[src/rtl/dvp_config_master_if.sv]
// Bundle of the controller-side command/response handshake and the AXI4
// configuration channels of dvp_config_master.
// master: the view of dvp_config_master. slave: the controller plus AXI slave.
interface dvp_config_master_if #(
    parameter int MST_ID_W     = 5,
    parameter int ADDR_W       = 32,
    parameter int DATA_W       = 32,
    parameter int TRANS_RESP_W = 2
);
    logic                    cmd_valid_i;
    logic                    cmd_ready_o;
    logic                    cmd_wr_i;
    logic [ADDR_W-1:0]       cmd_addr_i;
    logic [DATA_W-1:0]       cmd_wdata_i;

    logic                    rsp_valid_o;
    logic                    rsp_ready_i;
    logic                    rsp_wr_o;
    logic [TRANS_RESP_W-1:0] rsp_resp_o;
    logic [DATA_W-1:0]       rsp_rdata_o;

    logic [MST_ID_W-1:0]     m_awid_o;
    logic [ADDR_W-1:0]       m_awaddr_o;
    logic                    m_awvalid_o;
    logic                    m_awready_i;
    logic [DATA_W-1:0]       m_wdata_o;
    logic                    m_wvalid_o;
    logic                    m_wready_i;
    logic [TRANS_RESP_W-1:0] m_bresp_i;
    logic                    m_bvalid_i;
    logic                    m_bready_o;
    logic [MST_ID_W-1:0]     m_arid_o;
    logic [ADDR_W-1:0]       m_araddr_o;
    logic                    m_arvalid_o;
    logic                    m_arready_i;
    logic [DATA_W-1:0]       m_rdata_i;
    logic                    m_rvalid_i;
    logic                    m_rready_o;

    modport master (
        input  cmd_valid_i, cmd_wr_i, cmd_addr_i, cmd_wdata_i, rsp_ready_i,
               m_awready_i, m_wready_i, m_bresp_i, m_bvalid_i,
               m_arready_i, m_rdata_i, m_rvalid_i,
        output cmd_ready_o, rsp_valid_o, rsp_wr_o, rsp_resp_o, rsp_rdata_o,
               m_awid_o, m_awaddr_o, m_awvalid_o, m_wdata_o, m_wvalid_o,
               m_bready_o, m_arid_o, m_araddr_o, m_arvalid_o, m_rready_o
    );

    modport slave (
        output cmd_valid_i, cmd_wr_i, cmd_addr_i, cmd_wdata_i, rsp_ready_i,
               m_awready_i, m_wready_i, m_bresp_i, m_bvalid_i,
               m_arready_i, m_rdata_i, m_rvalid_i,
        input  cmd_ready_o, rsp_valid_o, rsp_wr_o, rsp_resp_o, rsp_rdata_o,
               m_awid_o, m_awaddr_o, m_awvalid_o, m_wdata_o, m_wvalid_o,
               m_bready_o, m_arid_o, m_araddr_o, m_arvalid_o, m_rready_o
    );
endinterface

[src/rtl/dvp_config_master.sv]
// dvp_config_master: turns single-beat register commands into one AXI4 write
// (AW/W/B) or read (AR/R) at a time and returns one response beat per command.
//
// state   | meaning
// IDLE    | waiting for a command, cmd_ready_o high
// WR_REQ  | offering AW and W independently until both have handshaken
// WR_RESP | bready high, waiting for the write response
// RD_REQ  | arvalid high until arready
// RD_RESP | rready high, waiting for read data
// RSP     | response beat held stable until rsp_ready_i
module dvp_config_master #(
    parameter int                  MST_ID_W     = 5,
    parameter int                  ADDR_W       = 32,
    parameter int                  DATA_W       = 32,
    parameter int                  TRANS_RESP_W = 2,
    parameter logic [MST_ID_W-1:0] MST_ID       = '0
) (
    input  logic                   clk,
    input  logic                   rst_n,
    dvp_config_master_if.master    bus
);

    typedef enum logic [2:0] {
        IDLE    = 3'd0,
        WR_REQ  = 3'd1,
        WR_RESP = 3'd2,
        RD_REQ  = 3'd3,
        RD_RESP = 3'd4,
        RSP     = 3'd5
    } state_t;

    state_t                  r_state;
    state_t                  w_next;

    logic [ADDR_W-1:0]       r_addr;
    logic [DATA_W-1:0]       r_wdata;
    logic                    r_wr;
    logic                    r_aw_done;
    logic                    r_w_done;
    logic [TRANS_RESP_W-1:0] r_resp;
    logic [DATA_W-1:0]       r_rdata;

    logic                    w_cmd_hs;
    logic                    w_awvalid;
    logic                    w_wvalid;
    logic                    w_aw_hs;
    logic                    w_w_hs;
    logic                    w_aw_ok;
    logic                    w_w_ok;

    // Valids come from state and done flags only, never from the readys.
    assign w_awvalid = (r_state == WR_REQ) && !r_aw_done;
    assign w_wvalid  = (r_state == WR_REQ) && !r_w_done;
    assign w_cmd_hs  = (r_state == IDLE) && bus.cmd_valid_i;
    assign w_aw_hs   = w_awvalid && bus.m_awready_i;
    assign w_w_hs    = w_wvalid && bus.m_wready_i;
    assign w_aw_ok   = r_aw_done || w_aw_hs;
    assign w_w_ok    = r_w_done || w_w_hs;

    assign bus.cmd_ready_o = (r_state == IDLE);
    assign bus.rsp_valid_o = (r_state == RSP);
    assign bus.rsp_wr_o    = r_wr;
    assign bus.rsp_resp_o  = r_resp;
    assign bus.rsp_rdata_o = r_rdata;

    assign bus.m_awid_o    = MST_ID;
    assign bus.m_awaddr_o  = r_addr;
    assign bus.m_awvalid_o = w_awvalid;
    assign bus.m_wdata_o   = r_wdata;
    assign bus.m_wvalid_o  = w_wvalid;
    assign bus.m_bready_o  = (r_state == WR_RESP);
    assign bus.m_arid_o    = MST_ID;
    assign bus.m_araddr_o  = r_addr;
    assign bus.m_arvalid_o = (r_state == RD_REQ);
    assign bus.m_rready_o  = (r_state == RD_RESP);

    // State register; reset drops every valid asynchronously.
    always_ff @(posedge clk or negedge rst_n) begin
        if (!rst_n) begin
            r_state <= IDLE;
        end else begin
            r_state <= w_next;
        end
    end

    // Next-state decode.
    always_comb begin
        w_next = r_state;
        case (r_state)
            IDLE:    if (w_cmd_hs)         w_next = bus.cmd_wr_i ? WR_REQ : RD_REQ;
            WR_REQ:  if (w_aw_ok && w_w_ok) w_next = WR_RESP;
            WR_RESP: if (bus.m_bvalid_i)   w_next = RSP;
            RD_REQ:  if (bus.m_arready_i)  w_next = RD_RESP;
            RD_RESP: if (bus.m_rvalid_i)   w_next = RSP;
            RSP:     if (bus.rsp_ready_i)  w_next = IDLE;
            default:                       w_next = IDLE;
        endcase
    end

    // Command latch, handshake flags and response capture. Response fields
    // are cleared at command accept so writes return rdata 0 and reads resp 0.
    always_ff @(posedge clk or negedge rst_n) begin
        if (!rst_n) begin
            r_addr    <= '0;
            r_wdata   <= '0;
            r_wr      <= 1'b0;
            r_aw_done <= 1'b0;
            r_w_done  <= 1'b0;
            r_resp    <= '0;
            r_rdata   <= '0;
        end else begin
            case (r_state)
                IDLE: begin
                    if (bus.cmd_valid_i) begin
                        r_addr    <= bus.cmd_addr_i;
                        r_wdata   <= bus.cmd_wdata_i;
                        r_wr      <= bus.cmd_wr_i;
                        r_aw_done <= 1'b0;
                        r_w_done  <= 1'b0;
                        r_resp    <= '0;
                        r_rdata   <= '0;
                    end
                end
                WR_REQ: begin
                    if (w_aw_hs) r_aw_done <= 1'b1;
                    if (w_w_hs)  r_w_done  <= 1'b1;
                end
                WR_RESP: begin
                    if (bus.m_bvalid_i) r_resp <= bus.m_bresp_i;
                end
                RD_RESP: begin
                    if (bus.m_rvalid_i) r_rdata <= bus.m_rdata_i;
                end
                default: ;
            endcase
        end
    end

endmodule

[src/flat_wrapper.sv]
// flat-port wrapper written by rule: the top's interface ports become plain ports
module dvp_config_master_flat 
#(
    parameter int                  MST_ID_W     = 5,
    parameter int                  ADDR_W       = 32,
    parameter int                  DATA_W       = 32,
    parameter int                  TRANS_RESP_W = 2,
    parameter logic [MST_ID_W-1:0] MST_ID       = '0
)
  (clk, rst_n, bus_cmd_valid_i, bus_cmd_wr_i, bus_cmd_addr_i, bus_cmd_wdata_i, bus_rsp_ready_i, bus_m_awready_i, bus_m_wready_i, bus_m_bresp_i, bus_m_bvalid_i, bus_m_arready_i, bus_m_rdata_i, bus_m_rvalid_i, bus_cmd_ready_o, bus_rsp_valid_o, bus_rsp_wr_o, bus_rsp_resp_o, bus_rsp_rdata_o, bus_m_awid_o, bus_m_awaddr_o, bus_m_awvalid_o, bus_m_wdata_o, bus_m_wvalid_o, bus_m_bready_o, bus_m_arid_o, bus_m_araddr_o, bus_m_arvalid_o, bus_m_rready_o);
  dvp_config_master_if #(.MST_ID_W(MST_ID_W), .ADDR_W(ADDR_W), .DATA_W(DATA_W), .TRANS_RESP_W(TRANS_RESP_W)) bus_i ();
  input  logic clk;
  input  logic rst_n;
  input wire logic [$bits(bus_i.cmd_valid_i)-1:0] bus_cmd_valid_i;
  input wire logic [$bits(bus_i.cmd_wr_i)-1:0] bus_cmd_wr_i;
  input wire logic [$bits(bus_i.cmd_addr_i)-1:0] bus_cmd_addr_i;
  input wire logic [$bits(bus_i.cmd_wdata_i)-1:0] bus_cmd_wdata_i;
  input wire logic [$bits(bus_i.rsp_ready_i)-1:0] bus_rsp_ready_i;
  input wire logic [$bits(bus_i.m_awready_i)-1:0] bus_m_awready_i;
  input wire logic [$bits(bus_i.m_wready_i)-1:0] bus_m_wready_i;
  input wire logic [$bits(bus_i.m_bresp_i)-1:0] bus_m_bresp_i;
  input wire logic [$bits(bus_i.m_bvalid_i)-1:0] bus_m_bvalid_i;
  input wire logic [$bits(bus_i.m_arready_i)-1:0] bus_m_arready_i;
  input wire logic [$bits(bus_i.m_rdata_i)-1:0] bus_m_rdata_i;
  input wire logic [$bits(bus_i.m_rvalid_i)-1:0] bus_m_rvalid_i;
  output wire logic [$bits(bus_i.cmd_ready_o)-1:0] bus_cmd_ready_o;
  output wire logic [$bits(bus_i.rsp_valid_o)-1:0] bus_rsp_valid_o;
  output wire logic [$bits(bus_i.rsp_wr_o)-1:0] bus_rsp_wr_o;
  output wire logic [$bits(bus_i.rsp_resp_o)-1:0] bus_rsp_resp_o;
  output wire logic [$bits(bus_i.rsp_rdata_o)-1:0] bus_rsp_rdata_o;
  output wire logic [$bits(bus_i.m_awid_o)-1:0] bus_m_awid_o;
  output wire logic [$bits(bus_i.m_awaddr_o)-1:0] bus_m_awaddr_o;
  output wire logic [$bits(bus_i.m_awvalid_o)-1:0] bus_m_awvalid_o;
  output wire logic [$bits(bus_i.m_wdata_o)-1:0] bus_m_wdata_o;
  output wire logic [$bits(bus_i.m_wvalid_o)-1:0] bus_m_wvalid_o;
  output wire logic [$bits(bus_i.m_bready_o)-1:0] bus_m_bready_o;
  output wire logic [$bits(bus_i.m_arid_o)-1:0] bus_m_arid_o;
  output wire logic [$bits(bus_i.m_araddr_o)-1:0] bus_m_araddr_o;
  output wire logic [$bits(bus_i.m_arvalid_o)-1:0] bus_m_arvalid_o;
  output wire logic [$bits(bus_i.m_rready_o)-1:0] bus_m_rready_o;
  assign bus_i.cmd_valid_i = bus_cmd_valid_i;
  assign bus_i.cmd_wr_i = bus_cmd_wr_i;
  assign bus_i.cmd_addr_i = bus_cmd_addr_i;
  assign bus_i.cmd_wdata_i = bus_cmd_wdata_i;
  assign bus_i.rsp_ready_i = bus_rsp_ready_i;
  assign bus_i.m_awready_i = bus_m_awready_i;
  assign bus_i.m_wready_i = bus_m_wready_i;
  assign bus_i.m_bresp_i = bus_m_bresp_i;
  assign bus_i.m_bvalid_i = bus_m_bvalid_i;
  assign bus_i.m_arready_i = bus_m_arready_i;
  assign bus_i.m_rdata_i = bus_m_rdata_i;
  assign bus_i.m_rvalid_i = bus_m_rvalid_i;
  assign bus_cmd_ready_o = bus_i.cmd_ready_o;
  assign bus_rsp_valid_o = bus_i.rsp_valid_o;
  assign bus_rsp_wr_o = bus_i.rsp_wr_o;
  assign bus_rsp_resp_o = bus_i.rsp_resp_o;
  assign bus_rsp_rdata_o = bus_i.rsp_rdata_o;
  assign bus_m_awid_o = bus_i.m_awid_o;
  assign bus_m_awaddr_o = bus_i.m_awaddr_o;
  assign bus_m_awvalid_o = bus_i.m_awvalid_o;
  assign bus_m_wdata_o = bus_i.m_wdata_o;
  assign bus_m_wvalid_o = bus_i.m_wvalid_o;
  assign bus_m_bready_o = bus_i.m_bready_o;
  assign bus_m_arid_o = bus_i.m_arid_o;
  assign bus_m_araddr_o = bus_i.m_araddr_o;
  assign bus_m_arvalid_o = bus_i.m_arvalid_o;
  assign bus_m_rready_o = bus_i.m_rready_o;
  dvp_config_master #(.MST_ID_W(MST_ID_W), .ADDR_W(ADDR_W), .DATA_W(DATA_W), .TRANS_RESP_W(TRANS_RESP_W), .MST_ID(MST_ID)) u_core (.clk(clk), .rst_n(rst_n), .bus(bus_i));
endmodule
[config.mk]
export PLATFORM = sky130hd
export DESIGN_NAME = dvp_config_master_flat
export DESIGN_NICKNAME = d
export VERILOG_FILES = /design/src/rtl/dvp_config_master_if.sv /design/src/rtl/dvp_config_master.sv /design/src/flat_wrapper.sv
export SDC_FILE = /design/constraint.sdc
export NUM_CORES = 1
export LEC_CHECK = 0
export BUFFER_PORTS_ARGS = -buffer_cell sky130_fd_sc_hd__buf_4
export CAP_MARGIN = 10
export CORE_UTILIZATION = 49
export DETAILED_ROUTE_END_ITERATION = 8
export HOLD_SLACK_MARGIN = 0.05
export PLACE_DENSITY = 0.87
export SLEW_MARGIN = 40
export SYNTH_ARGS = -nofsm -noshare
export SYNTH_HDL_FRONTEND = slang
export SYNTH_SLANG_ARGS = --single-unit
[constraint.sdc]
create_clock -name clk -period 3.23 [get_ports clk]
set_input_delay 0.323 -clock clk [delete_from_list [all_inputs] [get_ports clk]]
set_output_delay 0.323 -clock clk [all_outputs]
set_load 0.01 [all_outputs]
After elaboration in Yosys (flattened, before gate mapping)
Cells that the tools add are included.

Flip-flop bits (word level): 104. Logic and storage cells: 61. Input port bits: 108. Output and inout bits: 148.

Reductions and logical operators: 20. Muxes and demuxes: 19. Equal/unequal tests: 14.

Operators with widths (number): $mux W32 (2); $pmux W32 S2 (1); $mux W3 (6); $pmux W3 S6 (1); $ne A2 B2 Y1 const B (6); $reduce_and A3 Y1 (4); $eq A3 B2 Y1 const B (2); $eq A3 B3 Y1 const B (2); $logic_and A1 B1 Y1 (6); $mux W2 (3); $ne A2 B1 Y1 const B (3); $reduce_and A6 Y1 (1); $reduce_bool A2 Y1 (3); $pmux W1 S2 (2); $pmux W2 S2 (1); $eq A3 B1 Y1 const B (1); $logic_not A3 Y1 (1); $mux W1 (3); $logic_not A1 Y1 (2); $logic_or A1 B1 Y1 (2); $reduce_and A2 Y1 (1).

Logic depth before layout (Yosys ltp)
Depth after elaboration: 7. Gate-level depth with buffers: 5.

Worst setup path after synthesis
No wires, ideal clock.

Path kind: register to register. Start: register u_core.r_state[0]. End: register u_core.r_addr[0] (netlist: u_core.bus.m_araddr_o[0]). Stages on the path, launching flop included: 6. Path slack: 1.576 ns. Period minus slack after synthesis: 1.654 ns. Setup time: 0.125 ns. Required time: 3.105 ns. Data arrival time: 1.529 ns. Path through: dfrtp_1 > nor3_2 > and2_1 > buf_6 > buf_12 > mux2_4.

Longest elaborated chain between the ends: 2.

Ends and longest elaborated chain: start, declared (line dvp_config_master.sv:32) `state_t r_state;`; start signal, assigned (line dvp_config_master.sv:82) `r_state <= w_next;`; $logic_not A3 Y1; net bus_cmd_ready_o (line flat_wrapper.sv:26) `output wire logic [$bits(bus_i.cmd_ready_o)-1:0] bus_cmd_ready_o;`; $reduce_and A2 Y1 (no source line); end signal, assigned (line dvp_config_master.sv:115) `r_addr <= bus.cmd_addr_i;`; end, declared (line dvp_config_master.sv:35) `logic [ADDR_W-1:0] r_addr;`.

The timed path passes the listed nets, and every way through them passes these cells. A chain may end at the register's enable or synchronous reset.

Worst setup path in the final report
Start: register u_core.r_state[2]. End: output port bus_m_arvalid_o.

Longest elaborated chain between the ends: 1.

Ends and longest elaborated chain: $eq A3 B2 Y1 (line dvp_config_master.sv:74) `assign bus.m_arvalid_o = (r_state == RD_REQ);`; end, declared (line flat_wrapper.sv:39) `output wire logic [$bits(bus_i.m_arvalid_o)-1:0] bus_m_arvalid_o;`.

Every way passes these cells.

==> results.md <==
* Starting density of the core at 51.39%
* Cell Area, Synth at 0.004838 sq mm
* Number of synthesized flops with an enable pin at 0
* # Max-Cap Violations at 0
* Final setup fails at 0
* Hold crit path type: primary input to flop
* Final period util at 69.27%
* Layout cells sized above 1 at 57.12%
* Gpl congestion at 0.8535
* VDD IR max at 0.4514 mV
* Worst-path fanout max at 35
* Inst Count DP at 702
* Clock Tree Buf Depth at 2
* Crit start category: flop
* Antenna violations before repair at 0
* Drt wl/cell at 18.00 um
* Sw Ratio at 36.64%
* Max Slew Vio Count at 0
* Drt drc at 0
* Setup tns final at 0 ns
* Core ar. at 0.009415 sq mm
* Static Leak at 3.341 nW
* Yosys warns at 0
* Synth area leaders: dfrtp_1 54%, mux2_4 19%, buf_4 6.7%, nand4_1 4.1%, o21ai_0 3.3%
* Pwr Total at 6.794 mW
* Logic pwr share at 51.9%
* Setup CP Type: flop to primary output
* TritonRoute pass-1 iters at 4
* Outcome: finished, final reports clean
* Worst Tran Pin Value at 0.6438 ns
* Number of buffers added on ports at 245
* CP max-delay cell: dfrtp_1
* WHS at 0.1738 ns
* Die width at 101.4 um
* Vias per inst at 5.029
* Top FF cell, synth: dfrtp_1
* Final Hold Vio Count at 0
* Final Non-Filler Cells at 719
* DP HPWL at 9660 um
* Worst-Skew Late Latency at 0.36 ns
* Crit end category: primary output
* Post-synth ARST share at 100.0%
* Total CTS buffers at 9
* Mapped Cells at 378
* Sequential power share at 36.2%
* Clk pwr share at 11.9%
* Wirelength, routed at 12940 um
* Antenna Nets Post-Route at 0
* Switching pwr at 2.490 mW
* H-tree depth at 3
* Area grow syn2layout at 37.26%
* Chip Height at 101.4 um
* Layout Skew at 0.01318 ns
* Post-synth top area share at 53.79%
* Pwr per Cell Area at 1023 mW/mm^2
* Via count at 3616
* Rel. slew slack at 57.08%
* Peak Freq at 447.0 MHz
* Library cells used by synthesis at 32
* Synth area leader: dfrtp_1
* Post_cts resized at 0
* CTS tree: yes
* Vias in the first global route at 3641
* Synth Area per Inst at 12.80 sq um
* Largest net degree at the start of global routing at 74
* Final worst path period need at 2.237 ns
* Global route total overflow at 0
* FF+latch count, synth at 104
* Most frequent CP cell: buf_4
* Drt first-iter violations at 103
* GR Util All Layers at 25.11%
* Floorplan row count at 35
* First-pass GRT wire length at 19290 um
* Crit-path cells: buf_4, nor2b_1, and2_1, buf_4
* Cell Int Power at 4.304 mW
* Nets at 693
* Clock sink count at 104
* CP peak stage delay at 0.64 ns
* Crit path DAT at 1.91 ns
* CTS Root Cell: clkbuf_8
* N_diodes at 0
* Setup bufs post-CTS at 0
* Ports at 256
* Clock transition at path regs at 0.10 ns
* Die Area at 0.01028 sq mm
* RSZ-0062 raised after global routing: false
* Crit path required time at 2.91 ns
* Post-synthesis sequential area ratio at 53.79%
-- cell usage in the layout (no fill, tap or decap), drive strengths merged, types with 2 or more instances in the layout --
cell type	synthesis	layout
nor3	5	5
a21oi	5	5
mux2i	4	4
o211ai	2	2
nor2b	2	2
mux2	65	65
and2	3	3
dfrtp	104	104
nand2b	2	2
inv	36	37
conb	1	10
clkbuf	9	10
nand4	32	32
or3	2	2
o21ai	33	33
nand2	5	5
buf	57	252
clkinvlp	0	3
nor2	4	4
-- worst max-delay path, delay by kind of cell (launching register included) --
family / cells / cell delay [ns]
DFF: 1 / 0.64
buffers and inverters: 2 / 0.56
and+or+nand+nor: 2 / 0.35
-- registers in the layout, indices dropped and copies added (netlist names) --
name and flops:
u_core.bus.rsp_rdata_o 32, u_core.r_state 3, u_core.r_w_done 1, u_core.bus.rsp_wr_o 1, u_core.bus.rsp_resp_o 2, u_core.bus.m_araddr_o 32
u_core.r_aw_done 1, u_core.bus.m_wdata_o 32
-- layout make-up --
cell class	count	area, sq um
sequential	104	2603
inverter	36	135.1
clock buffer	10	127.6
fill	667	2774
timing repair buffer	253	1918
multi-input combinational	181	1628
tap	129	161.4
clock inverter	6	68.82
-- what timing repair did --
action                     4_1_cts  5_1_grt
hold buffers                     1        0
setup endpoints to repair        0        0
hold endpoints to repair        71        0
-- stage by stage --
step | setup slack (ns) | util, % | instance area, sq um
after floorplan | 1.576 | - | 4872
after global placement | 1.297 | 68.31 | 6431
after detailed placement | 1.179 | 68.35 | 6435
after CTS | 0.9692 | 70.54 | 6641
after global routing | 0.9076 | 70.54 | 6641
final | 0.9926 | 70.54 | 6641
-- kinds of logic (layout without fill, tap and decap cells) --
kind of cell | Yosys count | after routing | share of synthesized area (%)
flops | 104 | 104 | 53.79
buf+inv | 102 | 305 | 13.50
mux | 69 | 69 | 20.61
simple gates | 59 | 59 | 7.292
compound gates | 43 | 43 | 4.732
other cells | 1 | 10 | 0.07751
-- per-layer routing --
metal | vias up | track usage (%) | share of wire, %
met5 | - | 0 | 0
met4 | 0 | 9.588 | 2.2
met3 | 20 | 6.142 | 7.5
met2 | 177 | 45.05 | 53
met1 | 1771 | 28.97 | 37
li1 | 1648 | - | -
-- power groups by stage --
stage	Combinational, mW	Sequential (mW)	Clock (mW)
after floorplan	1.87	2.64	0
after global placement	3.43	2.43	0
after detailed placement	3.54	2.48	0
after CTS	3.56	2.46	0.826
after global routing	3.76	2.54	0.886
final	3.52	2.46	0.811
-- synthesized netlist by cell type, drive strengths merged (2+ instances only) --
library cell and number:
o21ai 33, nand2 5, a21oi 5, nand4 32, nor2b 2, and2 3, mux2 65, nor3 5
nor2 4, nand2b 2, or3 2, mux2i 4, clkbuf 9, o211ai 2, buf 57, dfrtp 104
inv 36
-- final timing paths --
check / startpoint / endpoint / slack, ns / cells past startpoint
min: bus_cmd_wr_i / u_core.r_state[1] / 0.17 / 2
min in group asynchronous: rst_n / u_core.bus.m_wdata_o[22] / 0.55 / 2
max: u_core.r_state[2] / bus_m_arvalid_o / 0.99 / 4
max reg2reg: u_core.r_state[0] / u_core.bus.m_wdata_o[13] / 1.17 / 4
max in group asynchronous: rst_n / u_core.bus.rsp_resp_o[1] / 1.96 / 3
min reg2reg: u_core.bus.m_wdata_o[14] / u_core.bus.m_wdata_o[14] / 0.52 / 1
Note: power is estimated with default switching activity, not from simulation.
